===== config.mk =====
export PLATFORM = sky130hd
export DESIGN_NAME = chip8_keypad_scanner
export DESIGN_NICKNAME = d
export VERILOG_FILES = /design/src/rtl/chip8_keypad_scanner.sv
export SDC_FILE = /design/constraint.sdc
export NUM_CORES = 1
export LEC_CHECK = 0
export ABC_CLOCK_PERIOD_IN_PS = 4600
export BUFFER_PORTS_ARGS = -buffer_cell sky130_fd_sc_hd__buf_2
export CORE_MARGIN = 2
export CORE_UTILIZATION = 43
export CTS_BUF_LIST = sky130_fd_sc_hd__clkbuf_8
export DETAILED_ROUTE_END_ITERATION = 8
export SYNTH_ARGS = -nofsm -noshare
export SYNTH_HDL_FRONTEND = slang
export SYNTH_SLANG_ARGS = --single-unit

===== constraint.sdc =====
create_clock -name clk -period 4.6 [get_ports clk]
set_input_delay 0.46 -clock clk [delete_from_list [all_inputs] [get_ports clk]]
set_output_delay 0.46 -clock clk [all_outputs]
set_load 0.1 [all_outputs]

===== src/rtl/chip8_keypad_scanner.sv =====
// rtl/chip8_keypad_scanner.sv - 4x4 keypad matrix scanner with frame debounce and newest-key register
// Feeds chip8 input_keys / newest_key_down and honours its clear handshake.
module chip8_keypad_scanner #(
  parameter int SCAN_DIV        = 16,
  parameter int DEBOUNCE_FRAMES = 4
) (
  input  logic        clk,
  input  logic        rst_n,
  input  logic [3:0]  row_in,
  output logic [3:0]  col_out,
  output logic [15:0] input_keys,
  output logic [4:0]  newest_key_down,
  input  logic        clear_newest_key_down,
  output logic        key_event
);

  localparam int DIV_W = $clog2(SCAN_DIV + 1);
  localparam int STB_W = $clog2(DEBOUNCE_FRAMES + 1);
  localparam logic [DIV_W-1:0] DIV_LAST = DIV_W'(SCAN_DIV - 1);
  localparam logic [STB_W-1:0] STB_FULL = STB_W'(DEBOUNCE_FRAMES);

  logic [3:0]       sync1_q, sync2_q;
  logic [DIV_W-1:0] div_q, div_d;
  logic [1:0]       col_q, col_d;
  logic [15:0]      raw_q, raw_d;
  logic [15:0]      prev_q, prev_d;
  logic             frame_done_q, frame_done_d;
  logic [STB_W-1:0] stable_q, stable_d;
  logic [15:0]      keys_q, keys_d;
  logic [4:0]       newest_q, newest_d;
  logic             event_q, event_d;

  logic [15:0]      mapped;
  logic [15:0]      new_press;
  logic [3:0]       lowest;

  // Matrix position (row, col) to CHIP-8 hex key
  function automatic logic [3:0] key_of(input logic [1:0] r, input logic [1:0] c);
    case ({r, c})
      4'h0: key_of = 4'h1;  4'h1: key_of = 4'h2;  4'h2: key_of = 4'h3;  4'h3: key_of = 4'hC;
      4'h4: key_of = 4'h4;  4'h5: key_of = 4'h5;  4'h6: key_of = 4'h6;  4'h7: key_of = 4'hD;
      4'h8: key_of = 4'h7;  4'h9: key_of = 4'h8;  4'hA: key_of = 4'h9;  4'hB: key_of = 4'hE;
      4'hC: key_of = 4'hA;  4'hD: key_of = 4'h0;  4'hE: key_of = 4'hB;  default: key_of = 4'hF;
    endcase
  endfunction

  // raw_q is indexed {row, col}, 1 = pressed
  always_comb begin
    mapped = '0;
    for (int r = 0; r < 4; r++) begin
      for (int c = 0; c < 4; c++) begin
        mapped[key_of(2'(r), 2'(c))] = raw_q[4*r+c];
      end
    end
  end

  assign new_press = mapped & ~keys_q;

  always_comb begin
    lowest = 4'h0;
    for (int k = 15; k >= 0; k--) begin
      if (new_press[k]) lowest = 4'(k);
    end
  end

  always_comb begin
    div_d        = div_q + DIV_W'(1);
    col_d        = col_q;
    raw_d        = raw_q;
    frame_done_d = 1'b0;
    if (div_q == DIV_LAST) begin
      div_d        = '0;
      col_d        = col_q + 2'd1;
      frame_done_d = (col_q == 2'd3);
      for (int r = 0; r < 4; r++) begin
        raw_d[{2'(r), col_q}] = ~sync2_q[r];
      end
    end
  end

  // A same-cycle committed press overrides the clear request
  always_comb begin
    prev_d   = prev_q;
    stable_d = stable_q;
    keys_d   = keys_q;
    newest_d = clear_newest_key_down ? 5'd16 : newest_q;
    event_d  = 1'b0;
    if (frame_done_q) begin
      prev_d = raw_q;
      if (raw_q == prev_q) begin
        stable_d = (stable_q == STB_FULL) ? stable_q : stable_q + STB_W'(1);
      end else begin
        stable_d = STB_W'(1);
      end
      if (stable_d == STB_FULL) begin
        keys_d = mapped;
        if (new_press != 16'h0) begin
          newest_d = {1'b0, lowest};
          event_d  = 1'b1;
        end
      end
    end
  end

  always_ff @(posedge clk or negedge rst_n) begin
    if (!rst_n) begin
      sync1_q      <= 4'b1111;
      sync2_q      <= 4'b1111;
      div_q        <= '0;
      col_q        <= 2'd0;
      raw_q        <= '0;
      prev_q       <= '0;
      frame_done_q <= 1'b0;
      stable_q     <= '0;
      keys_q       <= '0;
      newest_q     <= 5'd16;
      event_q      <= 1'b0;
    end else begin
      sync1_q      <= row_in;
      sync2_q      <= sync1_q;
      div_q        <= div_d;
      col_q        <= col_d;
      raw_q        <= raw_d;
      prev_q       <= prev_d;
      frame_done_q <= frame_done_d;
      stable_q     <= stable_d;
      keys_q       <= keys_d;
      newest_q     <= newest_d;
      event_q      <= event_d;
    end
  end

  assign col_out         = ~(4'b0001 << col_q);
  assign input_keys      = keys_q;
  assign newest_key_down = newest_q;
  assign key_event       = event_q;

endmodule

==> run metrics <==
outcome complete, no violations; Startpoint Class flip-flop; Placement Cell Area 3490 um2; Yosys top cell by area dfrtp_1; Initial Util 44.2%; Slew Limit Fails 0; global route total overflow 0; Tcrit/Tclk final 45.2%; P_int 0.861 mW; Placement Setup Slack 2530 ps; CTS max path bufs 2; most frequent cell after synthesis dfrtp_1; layout cells sized above 1 28.6%; diodes inserted 0; io pins 33; YS warnings 0; HP Class in -> async; CP max FO 19; critical path class reg -> reg; Post-Layout Inst Area 3660 um2; largest net degree at the start of global routing 38; core area 7250 um2; Async S/R FF share, synth 100%; synthesized flop and latch total 73; DRT Pass-1 Iters 4; DR iter-0 viols 89; initial antenna violation count 0; sw power 0.281 mW; Post-Synth XOR/XNOR Area 5.19%; All-Layer GR Usage 16.6%; Resized Gates After CTS 0; Max Cap Viol 0; buffer count from post-CTS setup fixing 0; Final HPWL DP 4260 um; Power, Total 1.14 mW; Clock Sinks 73; RSZ-0062 raised after global routing no; Reg2Reg Depth 5; FILL cells 676; post-synthesis sequential area ratio 57.3%; DIE AREA 8170 um2; Synth Net Count 290; complex-gate fraction of the synthesized area 8.62%; VDD IR max 0.174 mV; Worst Path Required 4840 ps; Mapped Cells 276; top cell type's share of synthesized area 49.9%; worst path arrival time 2320 ps; Flop pwr share 58.3%; Cell variety after synth 37; I/O Buffers 32; remaining routing DRC violations 0; Clock Latency Late Sink 350 ps; relative slew slack 40.9%; EDFF count, synth 0; syn avg cell area 11.6 um2; routed vias/inst 4.93; adder-cell area share of the yosys netlist 2.73%; area delta synth->final 14.1%; synthesized area 3210 um2; hold buffer count at cts 0; top cells by count, synth dfrtp_1, mux2_2, nor2_1; logic gate share of total power 3.5%; ANT nets after route 0; H-tree Lvls 3; final design utilization 50.5%; CTS buffer count 9; number of global-route vias before repair 2052; TritonCTS clock tree done; Tmin final 2080 ps; Die Span X 90.4 um; DR vias 2074; Avg WL per Cell 14.3 um; chip height 90.4 um; Worst Clk Skew 5.54 ps; Leakage 1.79 nW; nets 331; Fmax 0.481 GHz; simple-gate portion of the synthesized area 12.4%; main combinational cell family by area after synthesis simple AND/OR/NAND/NOR gates; Crit. End Element flip-flop; post-route setup slack 2520 ps; register area 1840 um2; first-pass GRT wire length 10400 um; area of the multi-input gates 1290 um2; Synth area leaders dfrtp_1, mux2_2, dfstp_2; switching share of power 24.6%; mux cell area share after synthesis 11.3%; final setup vio count 0; ys flop type dfrtp_1; Final Hold Vio Count 0; pwr dens 312 nW/um2; Slew @ Worst Pin 880 ps; Clock Power Share 38.3%; row cnt 31; clock slew at reported path FFs 80 ps; total wire length 6020 um; GP Congestion 0.780; setup TNS 0 ps; clk root buf clkbuf_8
==> through the flow <==
step                      instances  hold WS [ps]
after floorplan                 276           164
final                           421           195
after CTS                       421           182
after global routing            421           174
after global placement          405           346
after detailed placement        405           347
==> kinds of logic (layout without fill, tap and decap cells) <==
logic type,after synthesis,count (layout)
compound gates,48,48
xor+xnor,19,19
fa+ha+maj,7,7
buf+inv,20,66
flops,73,73
mux,32,32
simple gates,77,77
==> power groups by stage <==
stage	Sequential, mW	Combinational [mW]	Clock [mW]
2_1_floorplan	0.673	0.0197	0
3_3_place_gp	0.677	0.0406	0
3_5_place_dp	0.678	0.0412	0
4_1_cts	0.665	0.0413	0.452
5_1_grt	0.667	0.0465	0.484
6_report	0.665	0.0398	0.437
==> worst max-delay path, cell delays in order (launching register included) <==
cell,delay [ps]
dfrtp_1,830
inv_1,150
nor3_2,260
nand4_1,140
or2_1,290
mux2_4,300
==> cell type report <==
type | instances | share of cell area, %
clock buffer | 9 | 3.38
clock inverter | 7 | 1.33
inverter | 16 | 1.64
multi-input combinational | 183 | 35.3
sequential | 73 | 50.2
tap | 99 | 3.38
timing repair buffer | 34 | 4.78
==> placed cells by master (no fill, tap or decap), drive strengths merged, types with 3 or more instances in the layout <==
cell type,count
a31oi,3
clkinv,3
clkinvlp,3
buf,34
nand2,7
nand3,6
a21oi,22
nand4,4
nor3,7
mux2,32
inv,17
dfstp,9
dfrtp,64
clkbuf,9
nor2,27
nand2b,7
xor2,6
ha,7
xnor2,13
o21ai,12
nor2b,11
==> worst paths after layout <==
path                                            to         start  slack [ps]
worst max-delay path            newest_key_down[1]  frame_done_q        2520
worst min-delay path                input_keys[13]         rst_n         200
min in group clk                        sync1_q[1]     row_in[1]         200
max in group asynchronous               sync2_q[2]         rst_n        3420
worst min register to register          sync2_q[1]    sync1_q[1]         360
worst max register to register  newest_key_down[1]  frame_done_q        2520
==> flip-flops by register name, summed over array words and instances, names as in the netlist <==
register and count:
col_q 2, div_q 5, frame_done_q 1, input_keys 16, key_event 1, newest_key_down 5, prev_q 16, raw_q 16
stable_q 3, sync1_q 4, sync2_q 4
==> per-layer routing <==
layer	global-route usage [%]	up-vias	wire length, um
met2	23.2	45	2580
met1	23.1	992	3060
met3	5.76	9	272
met5	0	-	0
li1	-	1028	-
met4	7.56	0	99
No activity file was read; power rests on OpenSTA's default activity.
